<file path="src/rtl/dense_layer_axil_regfile_pkg.sv">
// Shared constants, FSM state types and the address decoder for the
// dense-layer AXI-Lite register file.
package dense_layer_axil_pkg;

  localparam logic [1:0]  RESP_OKAY   = 2'b00;
  localparam logic [1:0]  RESP_SLVERR = 2'b10;
  localparam logic [11:0] CTRL_BASE   = 12'h000;
  localparam logic [11:0] STAT_BASE   = 12'h100;
  localparam logic [11:0] ID_OFFSET   = 12'h1FC;
  localparam logic [15:0] ID_MAGIC    = 16'hD17E;
  localparam logic [31:0] DEADBEEF    = 32'hDEAD_BEEF;

  typedef enum logic [1:0] {WR_IDLE, WR_HAVE_AW, WR_HAVE_W, WR_RESP} wr_state_e;
  typedef enum logic {RD_IDLE, RD_DATA} rd_state_e;
  typedef enum logic [1:0] {KIND_CTRL, KIND_STAT, KIND_ID, KIND_UNMAPPED} kind_e;

  typedef struct packed {
    kind_e      kind;
    logic [5:0] index;
  } decode_t;

  // Byte offsets; bits [1:0] are ignored and anything at or above bit 9 is unmapped.
  function automatic decode_t decode_addr(input logic [63:0] addr, input int num_ctrl,
                                          input int num_stat);
    logic [63:0] off;
    decode_t     d;
    off     = {addr[63:2], 2'b00};
    d.kind  = KIND_UNMAPPED;
    d.index = '0;
    if (off[63:9] == '0) begin
      if (off < 64'(CTRL_BASE) + 64'(4 * num_ctrl)) begin
        d.kind  = KIND_CTRL;
        d.index = off[7:2];
      end else if (off >= 64'(STAT_BASE) && off < 64'(STAT_BASE) + 64'(4 * num_stat)) begin
        d.kind  = KIND_STAT;
        d.index = 6'((off - 64'(STAT_BASE)) >> 2);
      end else if (off == 64'(ID_OFFSET)) begin
        d.kind = KIND_ID;
      end
    end
    return d;
  endfunction

endpackage

</file>
<file path="src/rtl/dense_layer_axil_regfile_if.sv">
// AXI-Lite bus bundle between the shell OCL (BAR0) master and the register file.
interface dense_layer_axil_regfile_if #(
  parameter int ADDR_WIDTH = 32
);
  logic [ADDR_WIDTH-1:0] awaddr;
  logic                  awvalid;
  logic                  awready;
  logic [31:0]           wdata;
  logic [3:0]            wstrb;
  logic                  wvalid;
  logic                  wready;
  logic [1:0]            bresp;
  logic                  bvalid;
  logic                  bready;
  logic [ADDR_WIDTH-1:0] araddr;
  logic                  arvalid;
  logic                  arready;
  logic [31:0]           rdata;
  logic [1:0]            rresp;
  logic                  rvalid;
  logic                  rready;

  modport master (
    output awaddr, awvalid, wdata, wstrb, wvalid, bready, araddr, arvalid, rready,
    input  awready, wready, bresp, bvalid, arready, rdata, rresp, rvalid
  );

  modport slave (
    input  awaddr, awvalid, wdata, wstrb, wvalid, bready, araddr, arvalid, rready,
    output awready, wready, bresp, bvalid, arready, rdata, rresp, rvalid
  );
endinterface

</file>
<file path="src/rtl/dense_layer_axil_regfile.sv">
// AXI-Lite register file: byte-strobed control registers with write pulses,
// read-only status registers with optional 64-bit pair snapshots, and an ID word.
module dense_layer_axil_regfile
  import dense_layer_axil_pkg::*;
#(
  parameter int                    ADDR_WIDTH   = 32,
  parameter int                    NUM_CTRL     = 4,
  parameter int                    NUM_STAT     = 8,
  parameter logic [NUM_CTRL*32-1:0] CTRL_RST_VAL = '0,
  parameter bit                    SNAP_EN      = 1'b1
) (
  input  logic                     clk,
  input  logic                     rst,
  dense_layer_axil_regfile_if.slave ocl,
  output logic [NUM_CTRL*32-1:0]   ctrl_q,
  output logic [NUM_CTRL-1:0]      ctrl_wr_pulse,
  input  logic [NUM_STAT*32-1:0]   stat_d
);

  localparam int NUM_PAIR = SNAP_EN ? NUM_STAT / 2 : 0;
  localparam int NUM_SH   = (NUM_PAIR > 0) ? NUM_PAIR : 1;

  wr_state_e             wr_state_reg, wr_state_next;
  logic                  aw_held_reg, w_held_reg;
  logic [ADDR_WIDTH-1:0] aw_addr_reg;
  logic [31:0]           w_data_reg;
  logic [3:0]            w_strb_reg;
  logic [1:0]            bresp_reg;
  logic                  aw_hs, w_hs, commit;
  logic [ADDR_WIDTH-1:0] wr_addr;
  logic [31:0]           wr_data;
  logic [3:0]            wr_strb;
  decode_t               wr_dec;
  logic [NUM_CTRL*32-1:0] ctrl_reg;

  assign aw_hs   = ocl.awvalid && ocl.awready;
  assign w_hs    = ocl.wvalid && ocl.wready;
  assign wr_addr = aw_held_reg ? aw_addr_reg : ocl.awaddr;
  assign wr_data = w_held_reg ? w_data_reg : ocl.wdata;
  assign wr_strb = w_held_reg ? w_strb_reg : ocl.wstrb;
  // Both halves available, either latched earlier or handshaking now.
  assign commit  = (aw_held_reg || aw_hs) && (w_held_reg || w_hs);
  assign wr_dec  = decode_addr(64'(wr_addr), NUM_CTRL, NUM_STAT);

  always_ff @(posedge clk) begin
    if (rst) wr_state_reg <= WR_IDLE;
    else     wr_state_reg <= wr_state_next;
  end

  always_comb begin
    wr_state_next = wr_state_reg;
    unique case (wr_state_reg)
      WR_IDLE, WR_HAVE_AW, WR_HAVE_W: begin
        if (commit)                       wr_state_next = WR_RESP;
        else if (aw_held_reg || aw_hs)    wr_state_next = WR_HAVE_AW;
        else if (w_held_reg || w_hs)      wr_state_next = WR_HAVE_W;
        else                              wr_state_next = WR_IDLE;
      end
      WR_RESP: if (ocl.bready) wr_state_next = WR_IDLE;
      default: wr_state_next = WR_IDLE;
    endcase
  end

  always_comb begin
    ocl.awready = !aw_held_reg && (wr_state_reg != WR_RESP);
    ocl.wready  = !w_held_reg && (wr_state_reg != WR_RESP);
    ocl.bvalid  = (wr_state_reg == WR_RESP);
    ocl.bresp   = bresp_reg;
  end

  always_ff @(posedge clk) begin
    if (rst) begin
      aw_held_reg <= 1'b0;
      w_held_reg  <= 1'b0;
      aw_addr_reg <= '0;
      w_data_reg  <= '0;
      w_strb_reg  <= '0;
      bresp_reg   <= RESP_OKAY;
    end else if (commit) begin
      aw_held_reg <= 1'b0;
      w_held_reg  <= 1'b0;
      bresp_reg   <= (wr_dec.kind == KIND_CTRL) ? RESP_OKAY : RESP_SLVERR;
    end else begin
      if (aw_hs) begin
        aw_held_reg <= 1'b1;
        aw_addr_reg <= ocl.awaddr;
      end
      if (w_hs) begin
        w_held_reg <= 1'b1;
        w_data_reg <= ocl.wdata;
        w_strb_reg <= ocl.wstrb;
      end
    end
  end

  genvar gi;
  generate
    for (gi = 0; gi < NUM_CTRL; gi++) begin : g_ctrl
      logic        hit;
      logic [31:0] word_reg;
      logic        pulse_reg;
      assign hit = commit && (wr_dec.kind == KIND_CTRL) && (wr_dec.index == 6'(gi));
      always_ff @(posedge clk) begin
        if (rst) begin
          word_reg  <= CTRL_RST_VAL[32*gi +: 32];
          pulse_reg <= 1'b0;
        end else begin
          pulse_reg <= hit;
          if (hit) begin
            for (int b = 0; b < 4; b++) begin
              if (wr_strb[b]) word_reg[8*b +: 8] <= wr_data[8*b +: 8];
            end
          end
        end
      end
      assign ctrl_reg[32*gi +: 32] = word_reg;
      assign ctrl_wr_pulse[gi]     = pulse_reg;
    end
  endgenerate

  assign ctrl_q = ctrl_reg;

  rd_state_e            rd_state_reg, rd_state_next;
  logic                 ar_hs;
  decode_t              ar_dec;
  logic [31:0]          rd_data, rdata_reg;
  logic [1:0]           rd_resp, rresp_reg;
  logic [NUM_SH*32-1:0] shadow_reg;

  assign ar_hs  = ocl.arvalid && ocl.arready;
  assign ar_dec = decode_addr(64'(ocl.araddr), NUM_CTRL, NUM_STAT);

  always_ff @(posedge clk) begin
    if (rst) rd_state_reg <= RD_IDLE;
    else     rd_state_reg <= rd_state_next;
  end

  always_comb begin
    rd_state_next = rd_state_reg;
    unique case (rd_state_reg)
      RD_IDLE: if (ar_hs)      rd_state_next = RD_DATA;
      RD_DATA: if (ocl.rready) rd_state_next = RD_IDLE;
      default: rd_state_next = RD_IDLE;
    endcase
  end

  always_comb begin
    ocl.arready = (rd_state_reg == RD_IDLE);
    ocl.rvalid  = (rd_state_reg == RD_DATA);
    ocl.rdata   = rdata_reg;
    ocl.rresp   = rresp_reg;
  end

  // Odd member of a pair reads the word captured by the preceding even read.
  always_comb begin
    rd_data = DEADBEEF;
    rd_resp = RESP_SLVERR;
    unique case (ar_dec.kind)
      KIND_CTRL: begin
        rd_resp = RESP_OKAY;
        rd_data = '0;
        for (int i = 0; i < NUM_CTRL; i++) begin
          if (ar_dec.index == 6'(i)) rd_data = ctrl_reg[32*i +: 32];
        end
      end
      KIND_STAT: begin
        rd_resp = RESP_OKAY;
        rd_data = '0;
        for (int i = 0; i < NUM_STAT; i++) begin
          if (ar_dec.index == 6'(i)) begin
            if ((i % 2) == 1 && (i / 2) < NUM_PAIR) rd_data = shadow_reg[32*((i/2) % NUM_SH) +: 32];
            else                                     rd_data = stat_d[32*i +: 32];
          end
        end
      end
      KIND_ID: begin
        rd_resp = RESP_OKAY;
        rd_data = {ID_MAGIC, 8'(NUM_CTRL), 8'(NUM_STAT)};
      end
      default: ;
    endcase
  end

  always_ff @(posedge clk) begin
    if (rst) begin
      rdata_reg <= '0;
      rresp_reg <= RESP_OKAY;
    end else if (ar_hs) begin
      rdata_reg <= rd_data;
      rresp_reg <= rd_resp;
    end
  end

  generate
    for (gi = 0; gi < NUM_SH; gi++) begin : g_shadow
      if (gi < NUM_PAIR) begin : g_live
        logic [31:0] word_reg;
        always_ff @(posedge clk) begin
          if (rst) word_reg <= '0;
          else if (ar_hs && ar_dec.kind == KIND_STAT && ar_dec.index == 6'(2*gi))
            word_reg <= stat_d[32*(2*gi+1) +: 32];
        end
        assign shadow_reg[32*gi +: 32] = word_reg;
      end else begin : g_none
        assign shadow_reg[32*gi +: 32] = '0;
      end
    end
  endgenerate

endmodule

</file>
<file path="src/flat_wrapper.sv">
// flat-port wrapper written by rule: the top's interface ports become plain ports
module dense_layer_axil_regfile_flat import dense_layer_axil_pkg::*;
#(
  parameter int                    ADDR_WIDTH   = 32,
  parameter int                    NUM_CTRL     = 4,
  parameter int                    NUM_STAT     = 8,
  parameter logic [NUM_CTRL*32-1:0] CTRL_RST_VAL = '0,
  parameter bit                    SNAP_EN      = 1'b1
)
  (clk, rst, ctrl_q, ctrl_wr_pulse, stat_d, ocl_awaddr, ocl_awvalid, ocl_wdata, ocl_wstrb, ocl_wvalid, ocl_bready, ocl_araddr, ocl_arvalid, ocl_rready, ocl_awready, ocl_wready, ocl_bresp, ocl_bvalid, ocl_arready, ocl_rdata, ocl_rresp, ocl_rvalid);
  dense_layer_axil_regfile_if #(.ADDR_WIDTH(ADDR_WIDTH)) ocl_i ();
  input  logic clk;
  input  logic rst;
  output logic [NUM_CTRL*32-1:0] ctrl_q;
  output logic [NUM_CTRL-1:0] ctrl_wr_pulse;
  input  logic [NUM_STAT*32-1:0] stat_d;
  input wire logic [$bits(ocl_i.awaddr)-1:0] ocl_awaddr;
  input wire logic [$bits(ocl_i.awvalid)-1:0] ocl_awvalid;
  input wire logic [$bits(ocl_i.wdata)-1:0] ocl_wdata;
  input wire logic [$bits(ocl_i.wstrb)-1:0] ocl_wstrb;
  input wire logic [$bits(ocl_i.wvalid)-1:0] ocl_wvalid;
  input wire logic [$bits(ocl_i.bready)-1:0] ocl_bready;
  input wire logic [$bits(ocl_i.araddr)-1:0] ocl_araddr;
  input wire logic [$bits(ocl_i.arvalid)-1:0] ocl_arvalid;
  input wire logic [$bits(ocl_i.rready)-1:0] ocl_rready;
  output wire logic [$bits(ocl_i.awready)-1:0] ocl_awready;
  output wire logic [$bits(ocl_i.wready)-1:0] ocl_wready;
  output wire logic [$bits(ocl_i.bresp)-1:0] ocl_bresp;
  output wire logic [$bits(ocl_i.bvalid)-1:0] ocl_bvalid;
  output wire logic [$bits(ocl_i.arready)-1:0] ocl_arready;
  output wire logic [$bits(ocl_i.rdata)-1:0] ocl_rdata;
  output wire logic [$bits(ocl_i.rresp)-1:0] ocl_rresp;
  output wire logic [$bits(ocl_i.rvalid)-1:0] ocl_rvalid;
  assign ocl_i.awaddr = ocl_awaddr;
  assign ocl_i.awvalid = ocl_awvalid;
  assign ocl_i.wdata = ocl_wdata;
  assign ocl_i.wstrb = ocl_wstrb;
  assign ocl_i.wvalid = ocl_wvalid;
  assign ocl_i.bready = ocl_bready;
  assign ocl_i.araddr = ocl_araddr;
  assign ocl_i.arvalid = ocl_arvalid;
  assign ocl_i.rready = ocl_rready;
  assign ocl_awready = ocl_i.awready;
  assign ocl_wready = ocl_i.wready;
  assign ocl_bresp = ocl_i.bresp;
  assign ocl_bvalid = ocl_i.bvalid;
  assign ocl_arready = ocl_i.arready;
  assign ocl_rdata = ocl_i.rdata;
  assign ocl_rresp = ocl_i.rresp;
  assign ocl_rvalid = ocl_i.rvalid;
  dense_layer_axil_regfile #(.ADDR_WIDTH(ADDR_WIDTH), .NUM_CTRL(NUM_CTRL), .NUM_STAT(NUM_STAT), .CTRL_RST_VAL(CTRL_RST_VAL), .SNAP_EN(SNAP_EN)) u_core (.clk(clk), .rst(rst), .ocl(ocl_i), .ctrl_q(ctrl_q), .ctrl_wr_pulse(ctrl_wr_pulse), .stat_d(stat_d));
endmodule
</file>
<file path="config.mk">
export PLATFORM = sky130hd
export DESIGN_NAME = dense_layer_axil_regfile_flat
export DESIGN_NICKNAME = d
export VERILOG_FILES = /design/src/rtl/dense_layer_axil_regfile_pkg.sv /design/src/rtl/dense_layer_axil_regfile_if.sv /design/src/rtl/dense_layer_axil_regfile.sv /design/src/flat_wrapper.sv
export SDC_FILE = /design/constraint.sdc
export NUM_CORES = 1
export LEC_CHECK = 0
export BUFFER_PORTS_ARGS = -buffer_cell sky130_fd_sc_hd__buf_2
export CORE_AREA = 3 3 209 211
export CTS_CLUSTER_DIAMETER = 30
export CTS_CLUSTER_SIZE = 14
export DETAILED_ROUTE_END_ITERATION = 8
export DIE_AREA = 0 0 212 214
export HOLD_SLACK_MARGIN = 0.06
export PLACE_DENSITY = 0.74
export SLEW_MARGIN = 20
export SYNTH_ARGS = -nofsm -noshare
export SYNTH_HDL_FRONTEND = slang
export SYNTH_SLANG_ARGS = --single-unit
</file>
<file path="constraint.sdc">
create_clock -name clk -period 2.44 [get_ports clk]
set_input_delay 0.244 -clock clk [delete_from_list [all_inputs] [get_ports clk]]
set_output_delay 0.244 -clock clk [all_outputs]
set_load 0.01 [all_outputs]
</file>
# After elaboration in Yosys (flattened, before gate mapping)

Cells that the tools add are included.

ROM bits: 0
Word-level logic and storage cells: 149
Register bits after elaboration: 369
Memories: 0
RAM bits: 0
Output and inout bits: 173
Bits of input ports: 363
Bits in latches: 0

Mux-type cells: 36
Shift operators: 0
Order comparisons: 6
Divide/modulo/power cells: 0
Reduce and logical (&&, ||, !) cells: 50
$mul: 0
Add/subtract/negate cells: 2
Bitwise operators: 2
Eq/ne operators: 19

Operators by type and width:

| operator                                             | number |
|---|---|
| two-way mux 32 bit                                   | 14 |
| case mux 32 bit (3 select lines)                     | 1 |
| >= comparator 32 x 9 -> 1 bit, second input constant | 2 |
| < comparator 32 x 5 -> 1 bit, second input constant  | 2 |
| < comparator 32 x 9 -> 1 bit, second input constant  | 2 |
| equality test 30 x 7 -> 1 bit, second input constant | 2 |
| zero test 23 bit                                     | 2 |
| AND reduction 2 bit                                  | 18 |
| two-way mux 8 bit                                    | 4 |
| equality test 6 x 2 -> 1 bit, second input constant  | 4 |
| equality test 6 x 3 -> 1 bit, second input constant  | 4 |
| logical AND 1 bit                                    | 18 |
| two-way mux 2 bit                                    | 8 |
| subtractor 8 x 1 -> 8 bit, second input constant     | 2 |
| equality test 6 x 1 -> 1 bit, second input constant  | 2 |
| zero test 6 bit                                      | 2 |
| two-way mux 6 bit                                    | 2 |
| equality test 2 bit, second input constant           | 3 |
| zero test 2 bit                                      | 3 |
| OR reduction 3 bit                                   | 2 |
| equality test 2 x 1 -> 1 bit, second input constant  | 2 |
| two-way mux 1 bit                                    | 4 |
| two-way mux 4 bit                                    | 1 |
| inequality test 2 bit, second input constant         | 2 |
| 6 further kinds                                      | 9 |

# Longest topological paths before layout

Word-level depth: 15
Gate-level depth with buffers: 12

# Least setup slack after synthesis

Ideal clock, no wire load.

Path type: input to register
From: input ocl_araddr[19]
To: register u_core.g_shadow[2].g_live.word_reg[11]
Cell stages on the path: 9
Path buffers: 2
Setup slack: 0.158 ns
Library setup time: 0.132 ns
Arrival time: 2.150 ns
Path through: nor4_1 > nand4_1 > nor3_4 > nand2_2 > or4_1 > buf_2 > buf_4 > nand2_1 > a21oi_1

Word-level cells in the longest chain between the ends: 8

RTL lines:

| item                                                        | RTL line                                                               | RTL |
|---|---|---|
| start: declaration                                          | flat_wrapper.sv:23                                                     | `input wire logic [$bits(ocl_i.araddr)-1:0] ocl_araddr;` |
| >= comparator 32 x 9 -> 1 bit, or another cell as far along | dense_layer_axil_regfile_pkg.sv:34                                     | `end else if (off >= 64'(STAT_BASE) && off < 64'(STAT_BASE) + 64'(4 * num_stat)) begin` |
| logical AND 1 bit or two-way mux 1 bit (tied branches)      | dense_layer_axil_regfile_pkg.sv:34, dense_layer_axil_regfile_pkg.sv:37 |  |
| two-way mux 2 bit                                           | dense_layer_axil_regfile_pkg.sv:34                                     |  |
| two-way mux 8 bit                                           | dense_layer_axil_regfile_pkg.sv:31                                     | `if (off < 64'(CTRL_BASE) + 64'(4 * num_ctrl)) begin` |
| two-way mux 8 bit (*)                                       | dense_layer_axil_regfile_pkg.sv:30                                     | `if (off[63:9] == '0) begin` |
| equality test 2 x 1 -> 1 bit                                | dense_layer_axil_regfile.sv:200                                        | `else if (ar_hs && ar_dec.kind == KIND_STAT && ar_dec.index == 6'(2*gi))` |
| logical AND 1 bit                                           | dense_layer_axil_regfile.sv:200                                        |  |
| logical AND 1 bit (*)                                       | dense_layer_axil_regfile.sv:200                                        |  |
| end signal: assignment                                      | dense_layer_axil_regfile.sv:201                                        | `word_reg <= stat_d[32*(2*gi+1) +: 32];` |
| end: declaration                                            | dense_layer_axil_regfile.sv:197                                        | `logic [31:0] word_reg;` |

Every way passes the cells marked *; elsewhere a longest branch is shown, timed or not.
A chain may end at the register's enable or synchronous reset.

# Worst setup path after layout

From: input ocl_araddr[19]
To: register u_core.g_shadow[2].g_live.word_reg[14]

The elaborated chain is that of the path after synthesis.

==> flow_summary.yaml <==
status:
  run_status: "complete, but fails checks"
  violations: "setup timing"
worst_setup_path:
  required_ns: 2.94
  crit_buf_inv: 4
  path_cells: "buf_2 -> nor4_2 -> nand4_1 -> buf_4 -> nor3_4 -> nand2_2 -> or4_4 -> buf_12 -> nand2_1 -> a21oi_1 -> dlygate4sd3_1"
  rr_startpoint: "u_core.aw_addr_reg[30]"
  startpoint: "ocl_araddr[19]"
  cp.arrival_ns: 2.99
  crit_fanout: 32
  cp-start-kind: "input pin"
  slowest_stage: "dlygate4sd3_1"
  end_kind: "register"
  criticalPathCategory: "in2reg"
  path_delay_family: "simple AND/OR/NAND/NOR gates"
  slowest_delay_ns: 0.58
power:
  vdd_drop_max_mv: 0.521
  power.density_nw_per_um2: 752
  p_leak_nw: 10.6
  power.total_mw: 19.8
placement:
  dp_worst_setup_slack_ns: -0.543
  dp_cells: 3126
  dp_hpwl_mm: 60.1
  place_congestion: 0.999
  io_buffers: 529
  place_area_um2: 20900
floorplanning:
  die_y_um: 214
  die_area_um2: 45400
  placementRows: 75
  io_pins: 536
  coreArea_um2: 41900
  fp.dieW_um: 212
  initial_core_util_pct: 40.0
synth:
  synth_top_cell_area_share_pct: 43.5
  synth_common_cells: "nand2_1 (450), dfxtp_1 (365), a21oi_1 (250)"
  ys_seq_area_share_pct: 43.5
  yosysMostFrequentCell: "nand2_1"
  synth_warnings: 0
  synthTopCellsByArea: "dfxtp_1 (44%), nand2_1 (10%), a21oi_1 (7.5%), a211oi_1 (6.0%), nor2_1 (5.0%)"
  syn_area_per_cell_um2: 8.10
  netlist_instances: 2071
  synth_top_area_cell: "dfxtp_1"
  synth_ff_type: "dfxtp_1"
  yosys.cell_types.count: 71
  syn-cell-area_um2: 16800
  async_flop_share_pct: 0
  synth_edf_count: 0
  ys_ff_latch: 365
routing:
  drtIter0Drc: 2179
  vias_per_cell: 5.74
  firstDrtPassIters: 6
  route.detailed.drc: 0
  ant_nets: 0
  num_vias: 20120
  drt-total-wl_mm: 82.3
  routedWlPerCell_um: 23.5
timing:
  timing.hold.ws_ns: 0.0980
  period_needed_ns: 2.49
  grt_setup_unrepaired: "yes"
  finClkSkew_ns: 0.0205
  drv_slew: 0
  hold_violations: 0
  slew_headroom_pct: 31.8
  fin_crit_sh_pct: 102
  max_freq_ghz: 0.401
  tightest_slew_ns: 1.02
  finalWorstSetupSlack_ns: -0.0524
  setup_viol: 2
  fin_tns_setup_ns: -0.104
layout:
  areaGrowthSynthToFinish_pct: 56.9
  finalNetCount: 3255
  layout.cells.non_filler: 3505
  fin_area_um2: 26300
  drive_gt1_share_pct: 31.5
  finish.utilization_pct: 62.8
grt:
  grt_pass1_wl_mm: 119
  overflow: 0
  grt_max_degree: 115
  grt_pass1_vias: 19395
  antenna_found_initial: 7
  track_usage_pct: 34.3
cts:
  cts_tree: "built"
  cts.sinks: 365
  clk_pin_slew_ns: 0.05
  numCtsBuffers: 85
  cts_buffer_depth: 3
  root_buffer: "clkbuf_16"
  h-tree-depth: 3
  worst_skew_pair.late_latency_ns: 0.61
hold_path:
  hold_class: "in2reg"
  hold_start: "stat_d[72]"
job:
  cap_violations: 0
## placed cells by master (no fill, tap or decap), types with 8 or more instances in the layout
master / synthesis / routed
a211o_1: 37 / 37
a211oi_1: 134 / 132
a21oi_1: 250 / 250
a221oi_1: 46 / 46
a22oi_1: 26 / 26
a31oi_1: 15 / 15
and4_1: 15 / 15
buf_12: 0 / 36
buf_2: 29 / 528
buf_4: 9 / 138
bufinv_16: 0 / 12
clkbuf_16: 0 / 85
clkbuf_8: 0 / 16
clkinv_2: 0 / 13
clkinv_4: 0 / 9
clkinvlp_4: 0 / 9
dfxtp_1: 365 / 363
dlygate4sd3_1: 1 / 204
mux2i_1: 37 / 37
nand2_1: 450 / 449
nand2b_1: 8 / 8
nand3_1: 9 / 8
nor2_1: 225 / 222
nor2_4: 12 / 14
nor3_1: 13 / 11
nor4_1: 17 / 9
o211ai_1: 45 / 45
o21ai_0: 31 / 31
o22a_1: 21 / 21
o22ai_1: 20 / 20
## per-layer routing
layer  GRT usage (%)  part of all wire [%]  vias up
met5               0                 0.043        -
met4            22.1                   7.4        6
met3            10.7                    10      287
met2            53.2                    44     1138
met1            41.0                    38     9540
li1                -                     -     9149
## cell type report
class	count	area (um2)
clock buffers	104	2360
flip-flops and latches	365	7310
well taps	539	674
inverters	8	30.0
repair buffers	910	6490
fillers	3373	15600
clock inverters	54	749
diodes	3	7.51
multi-input cells	1522	8700
## tightest hold or removal path: stages
cell and delay [ns]:
buf_2 0.09, a221oi_1 0.07, buf_4 0.14, o22ai_1 0.11
## where the power goes
group	leakage, nW	switching (mW)	internal, mW
Sequential	2.95	0.0679	6.08
Clock	1.51	3.89	8.22
Combinational	6.17	0.833	0.705
## cell families after synthesis
kind of cell           after synthesis  synth area share (%)
buffers and inverters              185                  5.67
other                                1                0.0223
multiplexers                        39                  2.34
AND/OR/NAND/NOR                    812                  21.6
AO/OA/AOI/OAI                      669                  26.9
flip-flops                         365                  43.5
## what timing repair did
item / CTS / global route
buffers inserted: 3 / 11
resized for setup: 2 / 23
hold endpoints to repair: 200 / 0
pin swaps: 2 / 15
hold buffers: 204 / 0
endpoints found under the setup margin: 91 / 131
## final timing paths
path | end | slack [ns] | cells past startpoint
hold / removal | u_core.ocl.rdata[8] | 0.1 | 4
setup reg to reg | u_core.g_ctrl[3].word_reg[22] | 0.03 | 9
setup / recovery | u_core.g_shadow[2].g_live.word_reg[14] | -0.05 | 11
hold reg to reg | u_core.g_shadow[0].g_live.word_reg[1] | 0.45 | 2
No activity file was read; power rests on OpenSTA's default activity.
